`src/rtl/fma_addend_align.sv`:
```
// fma_addend_align: pre-add alignment stage of the single-precision FMA.
// Places the A*B product and the addend C in a common WIN_W-bit window,
// shifts the operand with the smaller exponent right (collecting sticky)
// and reports the larger exponent as the result exponent.
// Two registered stages with valid/ready flow control.
//
// Ports:
//   clk, rst_n           clock, asynchronous active-low reset
//   in_valid / in_ready  upstream handshake
//   a_exp, b_exp, c_exp  biased exponents of A, B, C
//   prod_sig             A*B significand product (bit 2*SIG_W-1 weighs 2^1)
//   c_sig                C significand, hidden bit at MSB
//   out_valid/out_ready  downstream handshake
//   big_sig, small_sig   unshifted / shifted operand in the window
//   sticky               OR of bits shifted below window bit 0
//   swap                 0: big is the product, 1: big is C
//   res_exp              signed biased result exponent (EXP_W+2 bits)
//
// Optional build macro ALIGN_ZERO_BYPASS_EN: c_exp==0 marks C as zero and
// forces swap=0, res_exp=pe, small_sig=0, sticky=0.

module fma_addend_align #(
  parameter  int unsigned EXP_W = 8,
  parameter  int unsigned SIG_W = 24,
  parameter  int unsigned BIAS  = 127,
  localparam int unsigned WIN_W = 2*SIG_W + 2
) (
  input  logic                 clk,
  input  logic                 rst_n,
  input  logic                 in_valid,
  output logic                 in_ready,
  input  logic [EXP_W-1:0]     a_exp,
  input  logic [EXP_W-1:0]     b_exp,
  input  logic [EXP_W-1:0]     c_exp,
  input  logic [2*SIG_W-1:0]   prod_sig,
  input  logic [SIG_W-1:0]     c_sig,
  output logic                 out_valid,
  input  logic                 out_ready,
  output logic [WIN_W-1:0]     big_sig,
  output logic [WIN_W-1:0]     small_sig,
  output logic                 sticky,
  output logic                 swap,
  output logic [EXP_W+1:0]     res_exp
);

  localparam int unsigned DW   = EXP_W + 2;
  localparam int unsigned SH_W = $clog2(WIN_W + 1);
  localparam int unsigned PPAD = WIN_W - 2*SIG_W;      // zero bits above product
  localparam int unsigned CPAD = WIN_W - 2*SIG_W + 1;  // zero bits above C

  // Stage-1 registers
  logic                 r_s1_valid;
  logic [SH_W-1:0]      r_s1_sh;
  logic                 r_s1_swap;
  logic [DW-1:0]        r_s1_exp;
  logic [2*SIG_W-1:0]   r_s1_prod;
  logic [SIG_W-1:0]     r_s1_c;
  logic                 r_s1_czero;

  // Stage-2 (output) registers
  logic                 r_s2_valid;
  logic [WIN_W-1:0]     r_big;
  logic [WIN_W-1:0]     r_small;
  logic                 r_sticky;
  logic                 r_swap;
  logic [DW-1:0]        r_res_exp;

  // Holds in_ready low until the first clock after reset release
  logic                 r_rdy_en;

  logic                 w_s2_ready;
  logic                 w_s1_ready;
  logic                 w_accept;

  logic signed [DW-1:0] w_pe;
  logic signed [DW-1:0] w_d;
  logic signed [DW-1:0] w_abs_d;
  logic                 w_d_neg;
  logic                 w_czero;
  logic                 w_swap1;
  logic [SH_W-1:0]      w_sh;
  logic [DW-1:0]        w_max_exp;

  logic [WIN_W-1:0]     w_place_p;
  logic [WIN_W-1:0]     w_place_c;
  logic [WIN_W-1:0]     w_big;
  logic [WIN_W-1:0]     w_shin;
  logic [2*WIN_W-1:0]   w_ext;
  logic [WIN_W-1:0]     w_small;
  logic                 w_sticky;

  // Flow control: s2 can load when empty or draining; s1 when empty or moving on
  assign w_s2_ready = !r_s2_valid || out_ready;
  assign w_s1_ready = !r_s1_valid || w_s2_ready;
  assign in_ready   = r_rdy_en && w_s1_ready;
  assign w_accept   = in_valid && in_ready;

  // Stage-1 exponent math, full DW-bit signed so pe never wraps
  assign w_pe    = $signed({2'b00, a_exp}) + $signed({2'b00, b_exp}) - $signed(DW'(BIAS));
  assign w_d     = w_pe - $signed({2'b00, c_exp});
  assign w_d_neg = w_d[DW-1];
  assign w_abs_d = w_d_neg ? -w_d : w_d;

`ifdef ALIGN_ZERO_BYPASS_EN
  assign w_czero = (c_exp == '0);
`else
  assign w_czero = 1'b0;
`endif

  assign w_swap1   = w_d_neg && !w_czero;
  assign w_sh      = ($unsigned(w_abs_d) >= DW'(WIN_W)) ? SH_W'(WIN_W) : w_abs_d[SH_W-1:0];
  assign w_max_exp = w_swap1 ? {2'b00, c_exp} : w_pe;

  // Stage-2 window placement and right shift with sticky
  assign w_place_p = {PPAD'(0), r_s1_prod};
  assign w_place_c = {CPAD'(0), r_s1_c, (SIG_W-1)'(0)};
  assign w_big     = r_s1_swap ? w_place_c : w_place_p;
  assign w_shin    = r_s1_swap ? w_place_p : w_place_c;
  assign w_ext     = {w_shin, WIN_W'(0)} >> r_s1_sh;
  assign w_small   = r_s1_czero ? '0 : w_ext[2*WIN_W-1:WIN_W];
  assign w_sticky  = r_s1_czero ? 1'b0 : (|w_ext[WIN_W-1:0]);

  // Ready enable
  always_ff @(posedge clk or negedge rst_n) begin
    if (!rst_n) r_rdy_en <= 1'b0;
    else        r_rdy_en <= 1'b1;
  end

  // Stage-1 register
  always_ff @(posedge clk or negedge rst_n) begin
    if (!rst_n) begin
      r_s1_valid <= 1'b0;
      r_s1_sh    <= '0;
      r_s1_swap  <= 1'b0;
      r_s1_exp   <= '0;
      r_s1_prod  <= '0;
      r_s1_c     <= '0;
      r_s1_czero <= 1'b0;
    end else begin
      if (w_s1_ready) r_s1_valid <= w_accept;
      if (w_accept) begin
        r_s1_sh    <= w_sh;
        r_s1_swap  <= w_swap1;
        r_s1_exp   <= w_max_exp;
        r_s1_prod  <= prod_sig;
        r_s1_c     <= c_sig;
        r_s1_czero <= w_czero;
      end
    end
  end

  // Stage-2 register; data only updates on a real transfer so held beats stay stable
  always_ff @(posedge clk or negedge rst_n) begin
    if (!rst_n) begin
      r_s2_valid <= 1'b0;
      r_big      <= '0;
      r_small    <= '0;
      r_sticky   <= 1'b0;
      r_swap     <= 1'b0;
      r_res_exp  <= '0;
    end else if (w_s2_ready) begin
      r_s2_valid <= r_s1_valid;
      if (r_s1_valid) begin
        r_big     <= w_big;
        r_small   <= w_small;
        r_sticky  <= w_sticky;
        r_swap    <= r_s1_swap;
        r_res_exp <= r_s1_exp;
      end
    end
  end

  assign out_valid = r_s2_valid;
  assign big_sig   = r_big;
  assign small_sig = r_small;
  assign sticky    = r_sticky;
  assign swap      = r_swap;
  assign res_exp   = r_res_exp;

endmodule

```
`config.mk`:
```
export PLATFORM = sky130hd
export DESIGN_NAME = fma_addend_align
export DESIGN_NICKNAME = d
export VERILOG_FILES = /design/src/rtl/fma_addend_align.sv
export SDC_FILE = /design/constraint.sdc
export NUM_CORES = 1
export LEC_CHECK = 0
export BUFFER_PORTS_ARGS = -buffer_cell sky130_fd_sc_hd__buf_4
export CORE_AREA = 2 2 145 147
export CTS_BUF_LIST = sky130_fd_sc_hd__clkbuf_16
export DETAILED_ROUTE_END_ITERATION = 7
export DIE_AREA = 0 0 147 149
export PLACE_DENSITY = 0.84
export SLEW_MARGIN = 15
export SYNTH_ARGS = -nofsm -noshare
export SYNTH_HDL_FRONTEND = slang
export SYNTH_SLANG_ARGS = --single-unit
```
`constraint.sdc`:
```
create_clock -name clk -period 7.44 [get_ports clk]
set_clock_uncertainty 0.2 [all_clocks]
set_input_delay 0.372 -clock clk [delete_from_list [all_inputs] [get_ports clk]]
set_output_delay 0.372 -clock clk [all_outputs]
set_load 0.05 [all_outputs]
```
==> impl_summary.log <==
[metrics] run status: complete, no violations
[metrics] synthesized instance count: 1,337
[metrics] VDD IR-drop max: ~0.00022 V
[metrics] max incr delay on CP: around 0.8 ns
[metrics] ratio of final minimum period to clock period: between 60% and 70%
[metrics] clock-pin slew reported for the worst setup and hold paths after clock tree synthesis: roughly 0.070 ns
[metrics] first-pass GRT wire length: about 58,000 microns
[metrics] mean cell area of the mapped netlist: 9.03 sq um
[metrics] WL/cell: between 15 and 20 microns
[metrics] final critical delay including setup and external delays: between 5 and 6 ns
[metrics] Final Setup Violations: 0
[metrics] startpoint type of the worst setup path: input pin
[metrics] CTS HTree Levels: 4
[metrics] delay-heaviest family, CP: adder cells
[metrics] cell at the root of the clock tree: sky130_fd_sc_hd__clkbuf_16
[metrics] final hold violations: 0
[metrics] Placeable Area: roughly 0.02 sq mm
[metrics] R2R Setup Slk: 2.87 ns
[metrics] startpoint of the worst hold path: c_exp[7]
[metrics] layout-stage area growth over the synthesis result: 24.8%
[metrics] TritonCTS Buffers: 17
[metrics] pre-CTS setup slack: around 1.9 ns
[metrics] category of the most critical setup path: input pin to flop
[metrics] standard-cell rows: 53
[metrics] Slowest-stage cell, CP: sky130_fd_sc_hd__ha_1
[metrics] type of the tightest min-delay check: input pin to flop
[metrics] total via count in the routed design: 11,072
[metrics] unrepaired setup endpoints after global routing: false
[metrics] via count of the first global-routing pass: roughly 11,000
[metrics] required time of the critical path: 7.51 ns
[metrics] Resized cells post-CTS: 0
[metrics] count of placed standard cells including taps: 1,742
[metrics] number of library cell types mapped by synthesis: between 70 and 80
[metrics] number of detailed-routing iterations run before antenna repair: 5
[metrics] cell seen most often among critical-path stages: sky130_fd_sc_hd__ha_1
[metrics] total wirelength of the detailed-routed design: 35,200 microns
[metrics] crit-path max FO: 22
[metrics] part of the Yosys area used for sequential elements: about 41%
[metrics] Slew Limit Headroom: 26.9%
[metrics] placed wire-length estimate after detailed placement: 23,300 microns
[metrics] Cell Count, Final, Fillers Out: ~1,800
[metrics] clock network latency to the later pin of the worst-skew pair: 0.45 ns
[metrics] launch point of the worst path: a_exp[1]
[metrics] Post-synth ARST share: 100%
[metrics] maximum number of pins on one net before global-route repair: 93
[metrics] Post-DRT Antenna Nets: 0
[metrics] power density of the placed cells: 378 mW/mm^2
[metrics] Maximum Capacitance Violations: 0
[metrics] remaining global-route overflow: 0
[metrics] buffers plus inverters on the worst setup path: 1
[metrics] count of buffers inserted at the top-level ports: 209
[metrics] proportion of netlist area held by the largest area contributor: just over 40%
[metrics] nature of the critical path endpoint: flop
[metrics] share of layout cells above drive strength 1: between 20% and 30%
[metrics] Ports: ~210
[metrics] Nets: ~1,700
[metrics] die outline width: 147 microns
[metrics] count of buffers added by post-CTS timing repair for setup: 0
[metrics] via density per instance: 5.99
[metrics] buffer depth of the longest clock path: 2
[metrics] Lkg Pwr: between 0.007 and 0.008 uW
[metrics] global-route usage over all layers: between 30% and 40%
[metrics] Area contributors post-synth: sky130_fd_sc_hd__dfrtp_1 (41%), sky130_fd_sc_hd__nand2_1 (13%), sky130_fd_sc_hd__mux4_2 (8.4%)
[metrics] clock tree from TritonCTS: built
[metrics] library cell with the highest instance count after synthesis: sky130_fd_sc_hd__nand2_1
[metrics] Die Y-Extent: between 100 and 150 microns
[metrics] post-synthesis sequential element count: 200
[metrics] launching point of the worst reg2reg path: r_s1_sh[1]$_DFFE_PN0P_
[metrics] CTS sink count: 200
[metrics] floorplan die area: around 0.022 sq mm
[metrics] Synth Flop Type: sky130_fd_sc_hd__dfrtp_1
[metrics] EDFF count, synth: 0
[metrics] Inserted Diodes: 0
[metrics] sum of internal, switching and leakage power: ~5700 uW
[metrics] number of fillers in the final layout: between 1,000 and 1,500
[metrics] Post-synth top cells: sky130_fd_sc_hd__nand2_1 (412), sky130_fd_sc_hd__dfrtp_1 (200), sky130_fd_sc_hd__o21ai_0 (115), sky130_fd_sc_hd__mux2i_1 (71), sky130_fd_sc_hd__nor2_1 (64)
[metrics] Final Max Tran Viols: 0
[metrics] Final WS setup: between 2 and 2.5 ns
[metrics] library cell occupying the most area in the post-synthesis netlist: sky130_fd_sc_hd__dfrtp_1
[metrics] effective utilization at floorplan: 58.7%
[metrics] post-route DRC violation count: 0
[metrics] final estimated routing congestion in global placement: 0.941
[metrics] initial antenna violation count: 0
[metrics] CP Data Arrival Time: about 5.2 ns
[metrics] Synth Warn #: 0
[metrics] Achievable Freq: roughly 0.19 GHz
[metrics] Starting DRT DRC Count: ~1,100
[metrics] post-synth design cell area: around 0.012 sq mm
[metrics] chain of cells forming the critical path: buf_4 -> ha_1 -> ha_1 -> fa_1 -> xor2_1 -> ha_1 -> o21a_1 -> o31a_1 -> o21ai_0 -> nand2b_1 -> a21o_1 -> a21oi_1 -> o211a_1 -> ha_1 -> nand2_1 -> xnor3_1 -> a21oi_1 -> nor3_1 -> o21ai_0 -> a32oi_1 -> o21ai_1 -> a32oi_1
[metrics] Sum Neg Setup Slack: 0 ns
[metrics] measured slew at the worst slew-check pin: ~1.1 ns
## power breakdown
group / internal (uW) / switching (uW)
clock network: 572 / 442
registers: 1320 / 242
logic: 1140 / 1970
## worst register-to-register path, delay by kind of cell, from the launching register on
family                 cells  cell delay (ns)
buffers and inverters      2             1.40
muxes                      2             0.93
AOI/OAI and AO/OA          3             0.90
and+or+nand+nor            3             0.64
DFF                        1             0.35
## timing repair
item / 4_1_cts / 5_1_grt
setup endpoints to repair: 0 / 0
endpoints found under the hold margin: 142 / 0
hold buffers: 73 / 0
## flip-flops by register name (all words and copies together), names as in the netlist, 6 cells and up
register / count
r_s1_exp: 10
r_s1_prod: 48
big_sig: 48
r_s1_sh: 6
small_sig: 48
r_s1_c: 24
res_exp: 10
## worst paths after layout
path,cells after the start,endpoint
worst max register to register,10,sticky$_DFFE_PN0P_
worst max-delay path,22,r_s1_sh[4]$_DFFE_PN0P_
max in group asynchronous,3,r_s1_swap$_DFFE_PN0P_
min in group asynchronous,2,big_sig[24]$_DFFE_PN0P_
worst min register to register,2,res_exp[0]$_DFFE_PN0P_
worst min-delay path,3,r_s1_exp[7]$_DFFE_PN0P_
## final cells by class
class / count / area, sq um / area share [%]
clock buffer: 17 / 425 / 2.82
sequential: 200 / 5010 / 33.3
clock inverter: 15 / 216 / 1.44
multi-input combinational: 1021 / 6580 / 43.7
tap: 275 / 344 / 2.28
inverter: 26 / 97.6 / 0.648
timing repair buffer: 293 / 2390 / 15.9
## routing by layer
| layer | GRT usage (%) | wire (microns) | up-vias |
|---|---|---|---|
| li1 | - | - | 5116 |
| met1 | 45.3 | 14700 | 5373 |
| met2 | 54.7 | 17100 | 490 |
| met3 | 4.50 | 2090 | 93 |
| met4 | 12.5 | 1260 | 0 |
| met5 | 0 | 0 | - |
## layout by cell type, fill, tap and decap left out, drive strengths merged, types with 4 or more instances in the layout
master,count
or2,4
nor2,64
a2111oi,4
nand4,6
nand3,12
dfrtp,200
mux2i,71
o221ai,5
inv,29
o31ai,5
a32oi,6
o21ai,119
a22o,16
mux2,36
conb,5
a21o,4
dlygate4sd3,73
nor3,10
nand2,412
clkbuf,18
o22ai,16
nor3b,4
nor2b,11
o21a,8
bufinv,4
a21oi,50
mux4,45
xnor2,11
and2,6
ha,25
and3,5
buf,219
nand2b,7
a31oi,9
clkinv,5
## kinds of logic (layout without fill, tap and decap cells)
logic type | Yosys count | in the layout | share of synthesized area [%]
AO/OA/AOI/OAI | 267 | 267 | 13.6
XOR/XNOR | 15 | 15 | 1.20
adder cells (fa/ha/maj) | 27 | 27 | 2.92
buffers and inverters | 119 | 351 | 4.21
flip-flops | 200 | 200 | 41.5
multiplexers | 152 | 152 | 17.6
other | 2 | 5 | 0.0622
AND/OR/NAND/NOR | 555 | 555 | 18.9
## stage by stage
stage          util, %  instance area [sq um]  hold slack (ns)
3_3_place_gp      66.6                  13700            0.225
5_1_grt           73.3                  15100           0.0638
4_1_cts           73.3                  15100           0.0268
2_1_floorplan        -                  12100           -0.124
6_report          73.3                  15100           0.0362
3_5_place_dp      66.6                  13700            0.226
Power figures use the tool's default switching activity.
